`config.mk`:
```
export PLATFORM = sky130hd
export DESIGN_NAME = pipeline_swap_ctrl
export DESIGN_NICKNAME = d
export VERILOG_FILES = /design/src/rtl/pipeline_swap_ctrl_pkg.sv /design/src/rtl/pipeline_swap_ctrl_crossfader.sv /design/src/rtl/pipeline_swap_ctrl.sv
export SDC_FILE = /design/constraint.sdc
export NUM_CORES = 1
export LEC_CHECK = 0
export ABC_AREA = 1
export CELL_PAD_IN_SITES_DETAIL_PLACEMENT = 1
export CELL_PAD_IN_SITES_GLOBAL_PLACEMENT = 2
export CORE_AREA = 2 2 111 113
export CTS_BUF_LIST = sky130_fd_sc_hd__clkbuf_16
export CTS_CLUSTER_SIZE = 20
export DETAILED_ROUTE_END_ITERATION = 10
export DIE_AREA = 0 0 113 115
export PLACE_DENSITY = 0.79
export SYNTH_ARGS = -nofsm -noshare
export SYNTH_HDL_FRONTEND = slang
export SYNTH_SLANG_ARGS = --single-unit
```
`constraint.sdc`:
```
create_clock -name clk -period 1.45 [get_ports clk]
set_input_delay 0.29 -clock clk [delete_from_list [all_inputs] [get_ports clk]]
set_output_delay 0.29 -clock clk [all_outputs]
set_load 0.1 [all_outputs]
```
`src/rtl/pipeline_swap_ctrl_pkg.sv`:
```
// rtl/pipeline_swap_ctrl_pkg.sv - opcodes and FSM states shared by the swap sequencer
package pipeline_swap_ctrl_pkg;

  localparam logic [7:0] CMD_LOAD = 8'h01;
  localparam logic [7:0] CMD_SWAP = 8'h02;

  typedef enum logic [2:0] {
    ST_IDLE,
    ST_FETCH,
    ST_CMD,
    ST_LEN,
    ST_PAYLOAD,
    ST_SWAP_WAIT,
    ST_FADE
  } state_e;

endpackage

```
`src/rtl/pipeline_swap_ctrl_crossfader.sv`:
```
// rtl/pipeline_swap_ctrl_crossfader.sv - sample_crossfader: weight counter and two-stage mixer
// Only built with PIPELINE_SWAP_CROSSFADE_EN defined.
`ifdef PIPELINE_SWAP_CROSSFADE_EN
module sample_crossfader #(
  parameter int data_width = 16,
  parameter int fade_log2  = 6
) (
  input  logic                         clk,
  input  logic                         reset,
  input  logic                         strobe,
  input  logic                         fade_start,
  input  logic signed [data_width-1:0] sample_new,
  input  logic signed [data_width-1:0] sample_old,
  output logic signed [data_width-1:0] out_sample,
  output logic                         out_valid,
  output logic                         fade_last
);

  localparam int PW = data_width + fade_log2 + 1;
  localparam int KI = 1 << fade_log2;
  localparam logic [fade_log2:0] K      = (fade_log2 + 1)'(KI);
  localparam logic [fade_log2:0] K_LAST = (fade_log2 + 1)'(KI - 1);

  logic [fade_log2:0]          k_q, k_d, w;
  logic                        active_q, active_d, fading;
  logic signed [PW-1:0]        p_old_q, p_old_d, p_new_q, p_new_d;
  logic signed [PW-1:0]        old_x, new_x, w_old_x, w_new_x, sum;
  logic                        v1_q, v1_d, valid_q, valid_d;
  logic signed [data_width-1:0] out_q, out_d;

  always_comb begin
    fading    = fade_start | active_q;
    // Outside a fade the new pipeline gets full weight, so latency stays constant.
    w         = fade_start ? '0 : (active_q ? k_q : K);
    fade_last = strobe & fading & (w == K_LAST);
    k_d       = k_q;
    active_d  = active_q;
    if (strobe && fading) begin
      active_d = !fade_last;
      k_d      = fade_last ? '0 : w + 1'b1;
    end
    old_x   = PW'(sample_old);
    new_x   = PW'(sample_new);
    w_old_x = PW'(K - w);
    w_new_x = PW'(w);
    p_old_d = p_old_q;
    p_new_d = p_new_q;
    if (strobe) begin
      p_old_d = old_x * w_old_x;
      p_new_d = new_x * w_new_x;
    end
    v1_d    = strobe;
    sum     = p_old_q + p_new_q;
    out_d   = v1_q ? data_width'(sum >>> fade_log2) : out_q;
    valid_d = v1_q;
  end

  always_ff @(posedge clk or negedge reset) begin
    if (!reset) begin
      k_q      <= '0;
      active_q <= 1'b0;
      p_old_q  <= '0;
      p_new_q  <= '0;
      v1_q     <= 1'b0;
      out_q    <= '0;
      valid_q  <= 1'b0;
    end else begin
      k_q      <= k_d;
      active_q <= active_d;
      p_old_q  <= p_old_d;
      p_new_q  <= p_new_d;
      v1_q     <= v1_d;
      out_q    <= out_d;
      valid_q  <= valid_d;
    end
  end

  assign out_sample = out_q;
  assign out_valid  = valid_q;

endmodule
`endif

```
`src/rtl/pipeline_swap_ctrl.sv`:
```
// rtl/pipeline_swap_ctrl.sv - SPI config parser and A/B pipeline swap sequencer
// PIPELINE_SWAP_CROSSFADE_EN selects a crossfaded swap instead of a hard switch.
module pipeline_swap_ctrl
  import pipeline_swap_ctrl_pkg::*;
#(
  parameter int data_width = 16,
  parameter int fade_log2  = 6
) (
  input  logic                         clk,
  input  logic                         reset,
  input  logic [7:0]                   fifo_data,
  input  logic                         fifo_nonempty,
  output logic                         fifo_read,
  output logic [7:0]                   cfg_byte,
  output logic                         cfg_ready_a,
  output logic                         cfg_ready_b,
  input  logic                         cfg_read_a,
  input  logic                         cfg_read_b,
  input  logic                         ready_a,
  input  logic                         ready_b,
  input  logic                         error_a,
  input  logic                         error_b,
  input  logic                         out_strobe,
  input  logic signed [data_width-1:0] sample_a,
  input  logic signed [data_width-1:0] sample_b,
  output logic signed [data_width-1:0] out_sample,
  output logic                         out_valid,
  output logic                         current,
  output logic                         swapping,
  output logic                         bad_cmd,
  output logic                         swap_fail
);

  state_e     state_q, state_d, ctx_q, ctx_d;
  logic       fresh_q, fresh_d, armed_q, armed_d;
  logic [7:0] count_q, count_d, cfg_byte_q, cfg_byte_d;
  logic       fifo_read_q, fifo_read_d, cfg_ready_a_q, cfg_ready_a_d;
  logic       cfg_ready_b_q, cfg_ready_b_d, current_q, current_d;
  logic       swapping_q, swapping_d, bad_cmd_q, bad_cmd_d, swap_fail_q, swap_fail_d;
  logic       ready_x, error_x, cfg_read_x, swap_now, sel_b;

  assign ready_x    = current_q ? ready_a : ready_b;
  assign error_x    = current_q ? error_a : error_b;
  assign cfg_read_x = current_q ? cfg_read_a : cfg_read_b;
  // armed_q lags ready_x, so a strobe coinciding with ready rising is ignored.
  assign swap_now   = (state_q == ST_SWAP_WAIT) && !error_x && armed_q && ready_x && out_strobe;
  assign sel_b      = current_q ^ swap_now;

`ifdef PIPELINE_SWAP_CROSSFADE_EN
  logic fade_last;

  sample_crossfader #(.data_width(data_width), .fade_log2(fade_log2)) u_fader (
    .clk        (clk),
    .reset      (reset),
    .strobe     (out_strobe),
    .fade_start (swap_now),
    .sample_new (sel_b ? sample_b : sample_a),
    .sample_old (sel_b ? sample_a : sample_b),
    .out_sample (out_sample),
    .out_valid  (out_valid),
    .fade_last  (fade_last)
  );
`else
  logic signed [data_width-1:0] out_sample_q, out_sample_d;
  logic                         out_valid_q;

  always_comb begin
    out_sample_d = out_sample_q;
    if (out_strobe) out_sample_d = sel_b ? sample_b : sample_a;
  end

  always_ff @(posedge clk or negedge reset) begin
    if (!reset) begin
      out_sample_q <= '0;
      out_valid_q  <= 1'b0;
    end else begin
      out_sample_q <= out_sample_d;
      out_valid_q  <= out_strobe;
    end
  end

  assign out_sample = out_sample_q;
  assign out_valid  = out_valid_q;
`endif

  always_comb begin
    state_d       = state_q;
    ctx_d         = ctx_q;
    fresh_d       = 1'b0;
    armed_d       = armed_q;
    count_d       = count_q;
    cfg_byte_d    = cfg_byte_q;
    fifo_read_d   = 1'b0;
    cfg_ready_a_d = cfg_ready_a_q;
    cfg_ready_b_d = cfg_ready_b_q;
    current_d     = current_q;
    swapping_d    = swapping_q;
    bad_cmd_d     = bad_cmd_q;
    swap_fail_d   = 1'b0;
    case (state_q)
      ST_IDLE: if (fifo_nonempty) begin
        fifo_read_d = 1'b1;
        ctx_d       = ST_CMD;
        state_d     = ST_FETCH;
      end
      ST_FETCH: begin
        fresh_d = 1'b1;
        state_d = ctx_q;
      end
      ST_CMD: case (fifo_data)
        CMD_LOAD: state_d = ST_LEN;
        CMD_SWAP: begin
          state_d    = ST_SWAP_WAIT;
          swapping_d = 1'b1;
          armed_d    = 1'b0;
        end
        default: begin
          bad_cmd_d = 1'b1;
          state_d   = ST_IDLE;
        end
      endcase
      ST_LEN: if (fresh_q) begin
        count_d = fifo_data;
        state_d = (fifo_data == 8'd0) ? ST_IDLE : ST_PAYLOAD;
      end else if (fifo_nonempty) begin
        fifo_read_d = 1'b1;
        ctx_d       = ST_LEN;
        state_d     = ST_FETCH;
      end
      ST_PAYLOAD: if (fresh_q) begin
        cfg_byte_d    = fifo_data;
        cfg_ready_a_d = current_q;
        cfg_ready_b_d = !current_q;
      end else if (cfg_ready_a_q || cfg_ready_b_q) begin
        if (cfg_read_x) begin
          cfg_ready_a_d = 1'b0;
          cfg_ready_b_d = 1'b0;
          count_d       = count_q - 8'd1;
          if (count_q == 8'd1) state_d = ST_IDLE;
        end
      end else if (fifo_nonempty) begin
        fifo_read_d = 1'b1;
        ctx_d       = ST_PAYLOAD;
        state_d     = ST_FETCH;
      end
      ST_SWAP_WAIT: begin
        armed_d = ready_x;
        if (error_x) begin
          swap_fail_d = 1'b1;
          swapping_d  = 1'b0;
          state_d     = ST_IDLE;
        end else if (swap_now) begin
          current_d = !current_q;
`ifdef PIPELINE_SWAP_CROSSFADE_EN
          state_d    = fade_last ? ST_IDLE : ST_FADE;
          swapping_d = !fade_last;
`else
          state_d    = ST_IDLE;
          swapping_d = 1'b0;
`endif
        end
      end
      ST_FADE: begin
`ifdef PIPELINE_SWAP_CROSSFADE_EN
        if (fade_last) begin
          state_d    = ST_IDLE;
          swapping_d = 1'b0;
        end
`else
        state_d    = ST_IDLE;
        swapping_d = 1'b0;
`endif
      end
      default: state_d = ST_IDLE;
    endcase
  end

  always_ff @(posedge clk or negedge reset) begin
    if (!reset) begin
      state_q       <= ST_IDLE;
      ctx_q         <= ST_CMD;
      fresh_q       <= 1'b0;
      armed_q       <= 1'b0;
      count_q       <= 8'd0;
      cfg_byte_q    <= 8'd0;
      fifo_read_q   <= 1'b0;
      cfg_ready_a_q <= 1'b0;
      cfg_ready_b_q <= 1'b0;
      current_q     <= 1'b0;
      swapping_q    <= 1'b0;
      bad_cmd_q     <= 1'b0;
      swap_fail_q   <= 1'b0;
    end else begin
      state_q       <= state_d;
      ctx_q         <= ctx_d;
      fresh_q       <= fresh_d;
      armed_q       <= armed_d;
      count_q       <= count_d;
      cfg_byte_q    <= cfg_byte_d;
      fifo_read_q   <= fifo_read_d;
      cfg_ready_a_q <= cfg_ready_a_d;
      cfg_ready_b_q <= cfg_ready_b_d;
      current_q     <= current_d;
      swapping_q    <= swapping_d;
      bad_cmd_q     <= bad_cmd_d;
      swap_fail_q   <= swap_fail_d;
    end
  end

  assign fifo_read   = fifo_read_q;
  assign cfg_byte    = cfg_byte_q;
  assign cfg_ready_a = cfg_ready_a_q;
  assign cfg_ready_b = cfg_ready_b_q;
  assign current     = current_q;
  assign swapping    = swapping_q;
  assign bad_cmd     = bad_cmd_q;
  assign swap_fail   = swap_fail_q;

endmodule

```
==> reports/results.tsv <==
stage	metric	value	unit
cts	clk_lat worst skew	0.29	ns
yosys	mean post-synth cell area	7.89	um2
yosys	Ys Warns	0	
cts	Clock Tree Root	clkbuf_16	
cts	Max clock buf depth	2	
yosys	count leader, synth	nand2_1	
worst_hold_path	worst hold path type	reg -> reg	
timing	Final setup viols	29	
timing	clk_skew	0.00937	ns
timing	fin crit period	1.67	ns
routing	wl on met1	4230	um
power_and_ir_drop	Pwr Total	9.43	mW
die	core area	0.0118	mm2
yosys	syn nets	405	
final_layout	Non-Filler Instances	639	
die	Die X	113	um
timing	Max Freq	598	MHz
routing	drt pass-1 iters	7	
yosys	leading area contributor after synthesis	dfrtp_1	
yosys	cell count after synthesis	353	
timing	Final period util	115	%
routing	Routed WL per cell	15.7	um
global_route	initial antenna violation count	0	
routing	Vias	2878	
setup_path	CP arrival	1.91	ns
yosys	post-synthesis sequential area ratio	43.2	%
global_route	Overflow after GRT	0	
outcome	violated checks	DRC, setup timing	
yosys	number of synthesized flops with an enable pin	0	
setup_path	Worst path top cell family by delay	simple AND/OR/NAND/NOR gates	
timing	Tightest Pin Transition	0.326	ns
die	io pins	82	
place	DP Wirelength	6900	um
cts	Inserted Clock Buffers	5	
setup_path	Critical Path Fanout Max	8	
cts	H-tree depth	2	
flow_run	max_cap viols	0	
place	routability cong.	0.827	
power_and_ir_drop	PD cells	1910	mW/mm2
yosys	most frequent cells after synthesis	95 x nand2_1, 47 x dfrtp_1, 44 x inv_1	
die	FP Rows	40	
place	Post-DP Area	0.00439	mm2
cts	CTS clk-pin slew, worst paths	0.07	ns
final_layout	layout cells sized above 1	33.1	%
timing	setup ws final	-0.223	ns
final_layout	area of the multi-input gates	0.00154	mm2
setup_path	CP bufs+invs	2	
global_route	gr usage total	15.1	%
timing	Worst slew margin	78.2	%
routing	met2 wire len	5180	um
final_layout	post-route cell area	0.00494	mm2
timing	setup TNS	-4.40	ns
final_layout	area grow syn2layout	77.1	%
yosys	Post-synth ARST share	100	%
power_and_ir_drop	Max rail drop VDD	756	uV
routing	Antenna Nets Post-Route	0	
timing	fin. max-slew vios	0	
yosys	Mapped Area	0.00279	mm2
die	Die Area	0.0130	mm2
place	placed cells	612	
yosys	Synth top area share	42.2	%
setup_path	CP Cell Sequence	nand2_4 -> nand2_4 -> nor2_4 -> buf_6 -> nand3_4 -> clkbuf_16 -> nand3_2 -> nand3_1 -> nand2_1	
die	Die Ht	115	um
timing	Hold Violations, Final	0	
setup_path	cell mode on critical path	nand2_4	
global_route	largest net degree at the start of global routing	49	
final_layout	Filler Cells Inserted	1364	
outcome	status	complete, but fails checks	
global_route	first-pass GRT wire length	15500	um
setup_path	Critical Setup Path Class	reg -> reg	
setup_path	CP Launch Type	flop	
routing	top layer reached by signal wires	met4	
power_and_ir_drop	LEAKAGE	2.39	nW
cts	CTS tree	built	
routing	met3 routed WL	475	um
yosys	Area contributors post-synth	dfrtp_1 42%, nand2_1 13%, nand3_1 7.4%	
routing	Residual DRC	6	
routing	vias per cell	4.50	
final_layout	register area	0.00121	mm2
final_layout	antenna cell count	0	
final_layout	Nets	543	
place	IO buf count	81	
yosys	register bit total from synthesis	48	
routing	routed wire length	10000	um
die	Starting Density	23.6	%
setup_path	CP endpoint kind	flop	
timing	RSZ-0062 raised after global routing	yes	
setup_path	Critical Path Max Stage Delay	0.56	ns
setup_path	CP max-delay cell	dfrtp_4	
setup_path	Critical Path RT	1.68	ns
cts	CTS Sinks	48	
routing	drt initial violations	66	
global_route	vias in the first global route	3193	
yosys	top_reg_cell synth	dfrtp_1	
yosys	number of distinct library cells after synthesis	34	
==> layer usage <==
layer,vias to the layer above,global-route usage [%]
met5,-,0
met3,14,3.11
li1,1414,-
met2,78,27.5
met4,0,3.82
met1,1372,18.1
==> area by class of cell <==
| cell class | instances | share of cell area [%] |
|---|---|---|
| repair buffers | 140 | 34.0 |
| multi-input cells | 250 | 31.1 |
| flip-flops and latches | 48 | 24.6 |
| well taps | 147 | 3.73 |
| inverters | 46 | 3.70 |
| clock buffers | 5 | 2.53 |
| clock inverters | 3 | 0.279 |
==> cell usage in the layout, fill, tap and decap left out, drive strengths merged, types with 2 or more instances in the layout <==
cell type / n
clkbuf: 7
nor3: 3
nor2: 27
nand4: 2
a21oi: 7
nand3b: 16
inv: 46
clkinv: 3
nand2: 106
o21bai: 2
clkdlybuf4s50: 48
nand3: 54
dfrtp: 47
o21ai: 24
ha: 2
buf: 89
==> cell families after synthesis <==
logic type      Yosys count  synth area share, %
mux                       1                0.404
flops                    48                 43.2
simple gates            205                 38.2
buf+inv                  59                 9.97
compound gates           38                 7.41
fa+ha+maj                 2                0.898
==> sequential cells by signal, indices dropped and copies added (netlist names) <==
| register | count |
|---|---|
| out_sample | 16 |
| cfg_byte | 8 |
| count_q | 8 |
| ctx_q | 3 |
| state_q | 3 |
| armed_q | 1 |
| bad_cmd | 1 |
| cfg_ready_a | 1 |
| cfg_ready_b | 1 |
| current | 1 |
| fifo_read | 1 |
| fresh_q | 1 |
| out_valid | 1 |
| swap_fail | 1 |
| swapping | 1 |
==> where the power goes <==
group          switching (mW)  internal (mW)
clock network           0.523          0.629
logic                    3.65           2.28
registers               0.525           1.83
total                    4.70           4.74
==> stage by stage <==
stage	util, %	setup slack [ns]	hold WS, ns
after floorplan	-	-0.301	-0.00559
after global routing	41.8	-0.292	0.522
final	41.8	-0.223	0.487
after global placement	37.1	-0.367	0.304
after CTS	39.9	-0.108	0.495
after detailed placement	37.1	-0.440	0.309
==> final timing paths <==
kind	start	to	slack, ns	depth (start not counted)
setup / recovery	current	out_sample[0]	-0.22	9
hold / removal	ctx_q[2]	ctx_q[2]	0.49	1
setup reg to reg	current	out_sample[0]	-0.22	9
hold reg to reg	ctx_q[2]	ctx_q[2]	0.49	1
max in group asynchronous	reset	ctx_q[1]	0.63	3
min in group asynchronous	reset	count_q[3]	0.53	3
==> worst reg2reg max path, stage by stage, from the launching register on <==
cell and delay (ns):
dfrtp_4 0.56, nand2_4 0.11, nand2_4 0.06, nor2_4 0.19, buf_6 0.14, nand3_4 0.12
clkbuf_16 0.21, nand3_2 0.08, nand3_1 0.08, nand2_1 0.07
==> what timing repair did <==
action                                  in CTS  in global routing
setup buffers                                6                  6
hold buffers                                 1                  0
pin swaps                                   17                 23
endpoints found under the hold margin       23                  0
endpoints found under the setup margin      41                 40
gates resized for setup                     23                 23
gates cloned                                 2                  4
(Power assumes the default switching activity.)
